**src/rtl/kart_motion_if.sv**
```systemverilog
// Terrain-map query bus: kart side issues a candidate position, map side answers.
interface kart_motion_if;
  logic        req;
  logic [10:0] x;
  logic [10:0] y;
  logic        valid;
  logic        offroad;
  logic        wall;

  modport master (output req, x, y, input valid, offroad, wall);
  modport slave  (input req, x, y, output valid, offroad, wall);
endinterface

```
**src/rtl/kart_motion.sv**
```systemverilog
// Per-frame kart physics: steer/throttle into shadow state, move, ask the terrain map, then commit.
module kart_motion #(
  parameter int MAX_SPEED     = 15,
  parameter int OFFROAD_MAX   = 6,
  parameter int ACCEL         = 1,
  parameter int COAST_DEC     = 1,
  parameter int START_X       = 1960,
  parameter int START_Y       = 1960,
  parameter int START_HEADING = 0,
  parameter int TRACK_MAX     = 2047,
  parameter int TIMEOUT       = 63
) (
  input  logic          clk_in,
  input  logic          rst_in,
  input  logic          frame_in,
  input  logic          btn_gas,
  input  logic          btn_brake,
  input  logic          btn_left,
  input  logic          btn_right,
  kart_motion_if.master terrain,
  output logic [10:0]   player_x,
  output logic [10:0]   player_y,
  output logic [3:0]    heading_out,
  output logic [3:0]    speed_out,
  output logic          busy_out,
  output logic          overrun_out
);
  localparam int TW = (TIMEOUT > 0) ? $clog2(TIMEOUT + 1) : 1;
  localparam logic [14:0]        POS_X0  = 15'(START_X * 16);
  localparam logic [14:0]        POS_Y0  = 15'(START_Y * 16);
  localparam logic signed [16:0] POS_MAX = 17'(TRACK_MAX * 16 + 15);

  typedef enum logic [2:0] {IDLE, STEER, MOVE, LOOKUP, COMMIT} state_t;

  state_t        state;
  logic [14:0]   pos_x, pos_y, cand_x, cand_y, step_x, step_y;
  logic [3:0]    heading, speed, sh_heading, sh_speed;
  logic          offroad, lookup_req, busy, overrun, ans_wall, ans_off;
  logic [TW-1:0] tmo;
  logic [10:0]   look_x, look_y;

  function automatic logic signed [5:0] cos_lut(input logic [3:0] h);
    logic signed [5:0] c;
    case (h)
      4'd0:    c = 6'sd16;
      4'd1:    c = 6'sd15;
      4'd2:    c = 6'sd11;
      4'd3:    c = 6'sd6;
      4'd4:    c = 6'sd0;
      4'd5:    c = -6'sd6;
      4'd6:    c = -6'sd11;
      4'd7:    c = -6'sd15;
      4'd8:    c = -6'sd16;
      4'd9:    c = -6'sd15;
      4'd10:   c = -6'sd11;
      4'd11:   c = -6'sd6;
      4'd12:   c = 6'sd0;
      4'd13:   c = 6'sd6;
      4'd14:   c = 6'sd11;
      default: c = 6'sd15;
    endcase
    return c;
  endfunction

  function automatic logic [3:0] steer_heading(input logic [3:0] h, input logic [3:0] spd,
                                               input logic l, input logic r);
    if (spd == 4'd0 || l == r) return h;
    return l ? h - 4'd1 : h + 4'd1;
  endfunction

  // Brake beats gas; an over-cap kart (just went offroad) bleeds ACCEL per frame down to the cap.
  function automatic logic [3:0] next_speed(input logic [3:0] spd, input logic gas,
                                            input logic brake, input logic off);
    int s, cap;
    s   = int'(spd);
    cap = off ? OFFROAD_MAX : MAX_SPEED;
    if (brake) begin
      s = s - 2 * ACCEL;
      if (s < 0) s = 0;
    end else if (s > cap) begin
      s = s - ACCEL;
      if (s < cap) s = cap;
    end else if (gas) begin
      s = s + ACCEL;
      if (s > cap) s = cap;
    end else begin
      s = s - COAST_DEC;
      if (s < 0) s = 0;
    end
    return 4'(s);
  endfunction

  function automatic logic [14:0] step_pos(input logic [14:0] p, input logic [3:0] spd,
                                           input logic signed [5:0] c);
    logic signed [16:0] p_s, spd_s, c_s, sum;
    p_s   = {2'b00, p};
    spd_s = {13'd0, spd};
    c_s   = {{11{c[5]}}, c};
    sum   = p_s + spd_s * c_s;
    if (sum < 17'sd0)   return '0;
    if (sum > POS_MAX)  return POS_MAX[14:0];
    return sum[14:0];
  endfunction

  assign step_x = step_pos(pos_x, sh_speed, cos_lut(sh_heading));
  assign step_y = step_pos(pos_y, sh_speed, cos_lut(sh_heading - 4'd4));

  always_ff @(posedge clk_in or negedge rst_in) begin
    if (!rst_in) begin
      state      <= IDLE;
      pos_x      <= POS_X0;
      pos_y      <= POS_Y0;
      heading    <= 4'(START_HEADING);
      speed      <= '0;
      offroad    <= 1'b0;
      tmo        <= '0;
      lookup_req <= 1'b0;
      look_x     <= 11'(START_X);
      look_y     <= 11'(START_Y);
      busy       <= 1'b0;
      overrun    <= 1'b0;
    end else begin
      if (frame_in && state != IDLE) overrun <= 1'b1;
      case (state)
        IDLE: if (frame_in) begin
          state <= STEER;
          busy  <= 1'b1;
        end
        STEER: state <= MOVE;
        MOVE: begin
          state      <= LOOKUP;
          lookup_req <= 1'b1;
          tmo        <= '0;
          look_x     <= step_x[14:4];
          look_y     <= step_y[14:4];
        end
        LOOKUP: begin
          if (terrain.valid || tmo == TW'(TIMEOUT)) begin
            state      <= COMMIT;
            lookup_req <= 1'b0;
          end else begin
            tmo <= tmo + 1'b1;
          end
        end
        COMMIT: begin
          state   <= IDLE;
          busy    <= 1'b0;
          heading <= sh_heading;
          if (ans_wall) begin
            speed <= '0;
          end else begin
            pos_x   <= cand_x;
            pos_y   <= cand_y;
            speed   <= sh_speed;
            offroad <= ans_off;
          end
        end
        default: state <= IDLE;
      endcase
    end
  end

  // Shadow state is always rewritten before use within a frame, so it carries no reset.
  always_ff @(posedge clk_in) begin
    case (state)
      STEER: begin
        sh_heading <= steer_heading(heading, speed, btn_left, btn_right);
        sh_speed   <= next_speed(speed, btn_gas, btn_brake, offroad);
      end
      MOVE: begin
        cand_x <= step_x;
        cand_y <= step_y;
      end
      LOOKUP: begin
        if (terrain.valid) begin
          ans_wall <= terrain.wall;
          ans_off  <= terrain.offroad;
        end else if (tmo == TW'(TIMEOUT)) begin
          ans_wall <= 1'b0;
          ans_off  <= 1'b0;
        end
      end
      default: ;
    endcase
  end

  assign terrain.req = lookup_req;
  assign terrain.x   = look_x;
  assign terrain.y   = look_y;
  assign player_x    = pos_x[14:4];
  assign player_y    = pos_y[14:4];
  assign heading_out = heading;
  assign speed_out   = speed;
  assign busy_out    = busy;
  assign overrun_out = overrun;
endmodule

```
**src/flat_wrapper.sv**
```systemverilog
// flat-port wrapper written by rule: the top's interface ports become plain ports
module kart_motion_flat 
#(
  parameter int MAX_SPEED     = 15,
  parameter int OFFROAD_MAX   = 6,
  parameter int ACCEL         = 1,
  parameter int COAST_DEC     = 1,
  parameter int START_X       = 1960,
  parameter int START_Y       = 1960,
  parameter int START_HEADING = 0,
  parameter int TRACK_MAX     = 2047,
  parameter int TIMEOUT       = 63
)
  (clk_in, rst_in, frame_in, btn_gas, btn_brake, btn_left, btn_right, player_x, player_y, heading_out, speed_out, busy_out, overrun_out, terrain_req, terrain_x, terrain_y, terrain_valid, terrain_offroad, terrain_wall);
  kart_motion_if terrain_i ();
  input  logic clk_in;
  input  logic rst_in;
  input  logic frame_in;
  input  logic btn_gas;
  input  logic btn_brake;
  input  logic btn_left;
  input  logic btn_right;
  output logic [10:0] player_x;
  output logic [10:0] player_y;
  output logic [3:0] heading_out;
  output logic [3:0] speed_out;
  output logic busy_out;
  output logic overrun_out;
  output wire logic [$bits(terrain_i.req)-1:0] terrain_req;
  output wire logic [$bits(terrain_i.x)-1:0] terrain_x;
  output wire logic [$bits(terrain_i.y)-1:0] terrain_y;
  input wire logic [$bits(terrain_i.valid)-1:0] terrain_valid;
  input wire logic [$bits(terrain_i.offroad)-1:0] terrain_offroad;
  input wire logic [$bits(terrain_i.wall)-1:0] terrain_wall;
  assign terrain_req = terrain_i.req;
  assign terrain_x = terrain_i.x;
  assign terrain_y = terrain_i.y;
  assign terrain_i.valid = terrain_valid;
  assign terrain_i.offroad = terrain_offroad;
  assign terrain_i.wall = terrain_wall;
  kart_motion #(.MAX_SPEED(MAX_SPEED), .OFFROAD_MAX(OFFROAD_MAX), .ACCEL(ACCEL), .COAST_DEC(COAST_DEC), .START_X(START_X), .START_Y(START_Y), .START_HEADING(START_HEADING), .TRACK_MAX(TRACK_MAX), .TIMEOUT(TIMEOUT)) u_core (.clk_in(clk_in), .rst_in(rst_in), .frame_in(frame_in), .btn_gas(btn_gas), .btn_brake(btn_brake), .btn_left(btn_left), .btn_right(btn_right), .terrain(terrain_i), .player_x(player_x), .player_y(player_y), .heading_out(heading_out), .speed_out(speed_out), .busy_out(busy_out), .overrun_out(overrun_out));
endmodule
```
**config.mk**
```make
export PLATFORM = sky130hd
export DESIGN_NAME = kart_motion_flat
export DESIGN_NICKNAME = d
export VERILOG_FILES = /design/src/rtl/kart_motion_if.sv /design/src/rtl/kart_motion.sv /design/src/flat_wrapper.sv
export SDC_FILE = /design/constraint.sdc
export NUM_CORES = 1
export LEC_CHECK = 0
export CELL_PAD_IN_SITES_DETAIL_PLACEMENT = 1
export CELL_PAD_IN_SITES_GLOBAL_PLACEMENT = 2
export CORE_MARGIN = 8
export CORE_UTILIZATION = 35
export CTS_CLUSTER_SIZE = 24
export DETAILED_ROUTE_END_ITERATION = 7
export GPL_ROUTABILITY_DRIVEN = 0
export PLACE_DENSITY = 0.89
export SLEW_MARGIN = 25
export SYNTH_ARGS = -nofsm -noshare
export SYNTH_HDL_FRONTEND = slang
export SYNTH_SLANG_ARGS = --single-unit
export TNS_END_PERCENT = 30
```
**constraint.sdc**
```tcl
create_clock -name clk_in -period 6.25 [get_ports clk_in]
set_clock_uncertainty 0.1 [all_clocks]
set_input_delay 1.25 -clock clk_in [delete_from_list [all_inputs] [get_ports clk_in]]
set_output_delay 1.25 -clock clk_in [all_outputs]
set_load 0.02 [all_outputs]
```
Word level (Yosys, flattened, before mapping). Memory sizes are Yosys's and may differ from the RTL's. A register that Yosys moved wholly into a read port is not among the register bits. Index checks and enable logic that the tools add are counted. Widths: inputs -> output; s select.

Add/subtract/negate cells: 9. Multiply operators: 2. Magnitude comparators: 9. Equal/unequal tests: 9. Muxes and demuxes: 41. Bitwise operators: 1. Reduce and logical (&&, ||, !) cells: 15.

Operator list (number): $mux 15 (8); $mux 4 (13); $add 16x17->17 (2); $gt 17x16->1 const B (2); $lt 17x1->1 const B (2); $gt 5x32->1 (1); $mul 5x6->11 (2); $mux 1 (13); $pmux 3 s4 (1); $pmux 6 s2 (1); $reduce_and 2->1 (6); $lt 5x1->1 const B (2); $add 6x1->6 const B (1); $eq 3x2->1 const B (2); $eq 6x6->1 const B (1); $mux 3 (2); $mux 6 (1); $reduce_bool 2->1 (3); $add 4x1->5 const B (1); $gt 5x4->1 (1); $lt 5x5->1 (1); $sub 4x1->5 const B (1); $sub 4x2->5 const B (1); $add 4x1->4 const B (1); 14 further kinds (17).

Bits in registers: 113. Memory bits (read-only): 192. Bits of input ports: 10. Output and inout port bits: 55. Word-level logic and storage cells: 106. Memories: 2.

Memory list: (name not given) (words 16, bits a word 6, read ports 1, clocked after Yosys merged registers in 0, wr ports 0, line kart_motion.sv:44) `case (h)`; (name not given) (words 16, bits a word 6, read ports 1, clocked after Yosys merged registers in 1, wr ports 0, line kart_motion.sv:44).

Logic depth before layout (Yosys ltp). An unclocked memory read counts as a cell.

Depth after elaboration: 9. Gate-level depth with buffers: 28. Depth with buffers taken out: 27.

Least setup slack after synthesis. No wires, ideal clock.

Kind: reg2reg. From: reg u_core.sh_heading[1]. To: reg u_core.cand_y[10], data pin. Setup time: 262 ps. Arrival: 5730 ps. Data required time: 5888 ps. Slack: 158 ps. Stages on the path, launching flop included: 25. Path buffers: 1. Clock period less this slack: 6092 ps. Cell sequence: edfxtp_1 > inv_1 > ha_1 > mux4_2 > and2_1 > ha_1 > fa_1 > inv_1 > fa_1 > inv_1 > ha_1 > o21a_1 > o31ai_4 > a21oi_1 > xnor2_2 > ha_1 > a21o_1 > a21o_1 > a21oi_1 > a2bb2oi_1 > o31ai_1 > and4bb_1 > nor2_2 > buf_2 > o21ai_0.

Cells in the longest elaborated chain, start to end: 9.

RTL lines: start, declared (line kart_motion.sv:37) `logic [3:0] heading, speed, sh_heading, sh_speed;`; start signal, assigned (line kart_motion.sv:167) `sh_heading <= steer_heading(heading, speed, btn_left, btn_right);`; $sub 4x3->4 * (line kart_motion.sv:106) `assign step_y = step_pos(pos_y, sh_speed, cos_lut(sh_heading - 4'd4));`; $mem_v2 16x6 *; $mul 5x6->11 * (line kart_motion.sv:99) `sum = p_s + spd_s * c_s;`; $add 16x17->17 * (line kart_motion.sv:99); $gt 17x16->1 (line kart_motion.sv:101) `if (sum > POS_MAX) return POS_MAX[14:0];`; $mux 1 (2 in a row) (line kart_motion.sv:101); $mux 15 (line kart_motion.sv:102) `return sum[14:0];`; $mux 15 * (line kart_motion.sv:101); via u_core.step_y[10] (line kart_motion.sv:36) `logic [14:0] pos_x, pos_y, cand_x, cand_y, step_x, step_y;`; end signal, assigned (line kart_motion.sv:172) `cand_y <= step_y;`; end, declared (line kart_motion.sv:36).

The timed path passes the listed nets; every way through them passes the cells marked *. The select of a mux whose other input is x is not followed. A chain may end at the register's enable or synchronous reset.

Worst setup path after layout.
From: reg u_core.sh_heading[0]. To: reg u_core.cand_y[10], data pin.

Same word-level chain as after synthesis.

==> flow_summary.yaml <==
worst_hold_path:
  min_to: "u_core.offroad"
  hold-path-cell-count: 2
  holdCritPathClass: "register to register"
  hp-start: "u_core.ans_off"
timing:
  maxSlewViolCount: 0
  slew_headroom: 0.345
  setup_viol: 0
  finalSetupTns_ps: 0
  grt_setup_unrepaired: "true"
  post-route-period-util: 0.971
  hold_violations: 0
  period_minus_slack_ps: 6070
  clock.fmax_mhz: 165
  tightest_slew_ps: 982
drt:
  drt_pre_antenna_iters: 4
  drc_errors: 0
  drtIter0Drc: 211
  num_vias: 6854
  final_antenna_net_count: 0
  routedWlPerCell_um: 16.7
  wl_um: 22700
  vias_per_cell: 5.04
place:
  dp_cells: 1309
  hpwl_um: 16000
  io_buffers: 64
  place_area_um2: 10100
setup_path:
  critPathMaxFanout: 7
  crit_family: "adder cells"
  cp.arrival_ps: 6110
  r2r_end: "u_core.cand_y[10]"
  slowest_delay_ps: 510
  critPathLaunchType: "register"
  cp_num_buf_inv: 7
  reg2reg_from: "u_core.sh_heading[0]"
  r2r_slack_ps: 180
  cp_cell_sequence: "buf_4 > ha_1 > mux4_2 > and2_1 > ha_1 > fa_1 > inv_1 > fa_1 > inv_1 > ha_1 > nor2_1 > nor2_2 > o31ai_4 > a21oi_2 > xnor2_2 > buf_4 > buf_12 > ha_1 > buf_4 > a2111o_1 > o22ai_4 > buf_12 > xnor2_4 > o21ai_0"
  worstPathRequired_ps: 6300
  reg2reg_depth: 24
  endpoint_kind: "register"
  criticalPathCategory: "register to register"
  crit_top_cell: "ha_1"
  crit_slowest_cell: "mux4_2"
synthesis:
  synth-seq-area-share: 0.345
  yosysTopAreaCell: "dfrtp_1"
  synth_seq_cells: 119
  synth_compound_area_frac: 0.150
  synthesis.area_um2: 9210
  yosysUniqueCellTypes: 69
  yosysWarnings: 0
  synth_edf_count: 40
  synth_area_per_cell_um2: 9.78
  synth-xor-area-share: 0.0602
  synth_mux_area_frac: 0.0491
  yosys.area.top_type_share: 0.133
  synthArstFlopShare: 0.613
  synth-simple-area-share: 0.128
  synth.net_count: 1076
  synth_cells: 941
  synth_area_leaders: "dfrtp_1 (13%), edfxtp_1 (13%), ha_1 (13%), dfstp_2 (6.9%), fa_1 (6.3%)"
  synthAdderAreaFrac: 0.194
  synth_top_family_by_area: "adder cells"
  synthFlopType: "dfrtp_1"
cells_and_area:
  area_growth_syn_to_layout_pct: 20.6
  fillers: 2899
  final_cells: 1361
  drive_gt1_frac: 0.192
  nets: 1148
  final_cell_area_um2: 11100
  diodes: 0
  final_core_util: 0.428
global_routing:
  grtUsageMet1: 0.172
  top_usage_layer: "met2"
  grt_overflow: 0
  grt_pass1_wl_um: 36700
  antenna_found_initial: 0
  grt_max_degree: 47
  use_met2: 0.256
  grt_util_met3: 0.0288
  grt_pass1_vias: 7451
  grtUsageTotal: 0.142
floorplanning:
  rows: 59
  fp.dieH_um: 178
  coreArea_um2: 25900
  start_util: 0.355
  ios: 65
  die_area_um2: 31700
  die_w_um: 178
clocking:
  clkTransAtPathRegs_ps: 60
  cts_root_buf: "clkbuf_16"
  worstSkewPairLatency_ps: 420
  htreeDepth: 4
  ctsHoldBuffers: 0
  clock_sinks: 119
  cts.path.max_buffers: 2
  numCtsBuffers: 17
  cts_tree: "done"
flow_run:
  drv_cap: 0
status:
  status: "finished, final reports clean"
==> per-layer routing <==
| metal | wire length [µm] | share of wire | vias up |
|---|---|---|---|
| met2 | 11700 | 0.52 | 75 |
| li1 | - | - | 3340 |
| met5 | 0 | 0 | - |
| met1 | 10200 | 0.45 | 3426 |
| met4 | 144 | 0.0064 | 0 |
| met3 | 577 | 0.025 | 13 |
==> cell usage in the layout, fill, tap and decap left out, types with 29 or more instances in the layout <==
cell type and instances:
inv_1 97, buf_4 32, edfxtp_1 40, mux2_2 31
nand2_1 71, fa_1 29, ha_1 90, a21oi_1 34
dfrtp_1 49, nor2_1 53, and2_1 31, o21ai_0 46
xnor2_1 36, clkdlybuf4s50_1 63
==> sequential cells by signal, summed over array words and instances (netlist names), named ones only <==
name	count
u_core.ans_off	1
u_core.ans_wall	1
u_core.busy_out	1
u_core.cand_x	15
u_core.cand_y	15
u_core.heading_out	4
u_core.offroad	1
u_core.overrun_out	1
u_core.pos_x	15
u_core.pos_y	15
u_core.sh_heading	4
u_core.sh_speed	4
u_core.speed_out	4
u_core.state	3
u_core.terrain.req	1
u_core.terrain.x	11
u_core.terrain.y	11
u_core.tmo	6
==> final cells by class <==
type	instances	area, µm²	share of cell area
multi-input combinational	672	5620	0.506
timing repair buffer	101	956	0.0861
sequential	119	3180	0.286
tap	335	419	0.0378
clock buffer	23	468	0.0422
clock inverter	9	77.6	0.00699
inverter	102	383	0.0345
==> worst register-to-register path: stages, from the launching register on <==
cell      delay, ps
edfxtp_1        400
buf_4           170
ha_1            210
mux4_2          510
and2_1          190
ha_1            290
fa_1            500
inv_1            50
fa_1            500
inv_1            40
ha_1            340
nor2_1           80
nor2_2          140
o31ai_4         100
a21oi_2         190
xnor2_2         100
buf_4           150
buf_12          130
ha_1            280
buf_4           160
a2111o_1        450
o22ai_4         210
buf_12          170
xnor2_4         170
o21ai_0         170
==> worst max-delay path by stage <==
stage	start	endpoint	depth (start not counted)	slack [ps]
6_report	u_core.sh_heading[0]	u_core.cand_y[10]	24	180
5_1_grt	u_core.sh_heading[0]	u_core.cand_y[10]	27	-50
4_1_cts	u_core.sh_heading[1]	u_core.terrain.y[3]	26	3
3_5_place_dp	u_core.sh_heading[1]	u_core.cand_y[9]	25	-370
3_3_place_gp	u_core.sh_heading[1]	u_core.cand_y[6]	23	-70
2_1_floorplan	u_core.sh_heading[1]	u_core.cand_y[10]	24	160
==> cells in the mapped netlist, types with 5 or more instances <==
cell type / number
nor2_2: 9
xnor2_1: 36
xor2_1: 18
mux2i_1: 8
nor2b_1: 14
a21o_1: 15
o31a_1: 15
inv_1: 99
o21bai_1: 7
o21ai_1: 10
o21ai_0: 55
nand2b_1: 12
o21ai_2: 13
dfxtp_1: 6
xnor2_2: 5
ha_1: 96
a31oi_1: 6
fa_1: 29
o211ai_1: 7
nand3_1: 8
o22ai_1: 5
dfrtp_1: 49
nand2_1: 72
clkbuf_1: 19
and2_1: 32
or3_1: 8
o21a_1: 6
a21oi_1: 44
buf_4: 24
nor3_1: 9
edfxtp_1: 40
mux2_2: 31
buf_2: 6
nor2_1: 55
dfstp_2: 24
==> timing repair <==
| item | in CTS | in global routing |
|---|---|---|
| setup endpoints to repair | 26 | 27 |
| gates cloned | 2 | 3 |
| pin swaps | 3 | 21 |
| resized for setup | 12 | 43 |
| setup buffers | 2 | 13 |
==> per-stage QoR <==
stage | worst slack [ps] | hold WS, ps
after floorplan | 158 | 326
after global placement | -69.4 | 331
after detailed placement | -369 | 354
after CTS | 2.98 | 367
after global routing | -53.5 | 385
final | 182 | 362
==> kinds of logic after synthesis <==
group / after synthesis
AOI/OAI and AO/OA: 209
adders and majority gates: 125
xor gates and xnor gates: 59
buffers and inverters: 153
muxes: 40
and+or+nand+nor: 236
DFF: 119
Power is left out: the tool's default activity adds up to more than one toggle a clock period on the data nets, which glitch-free logic cannot reach.
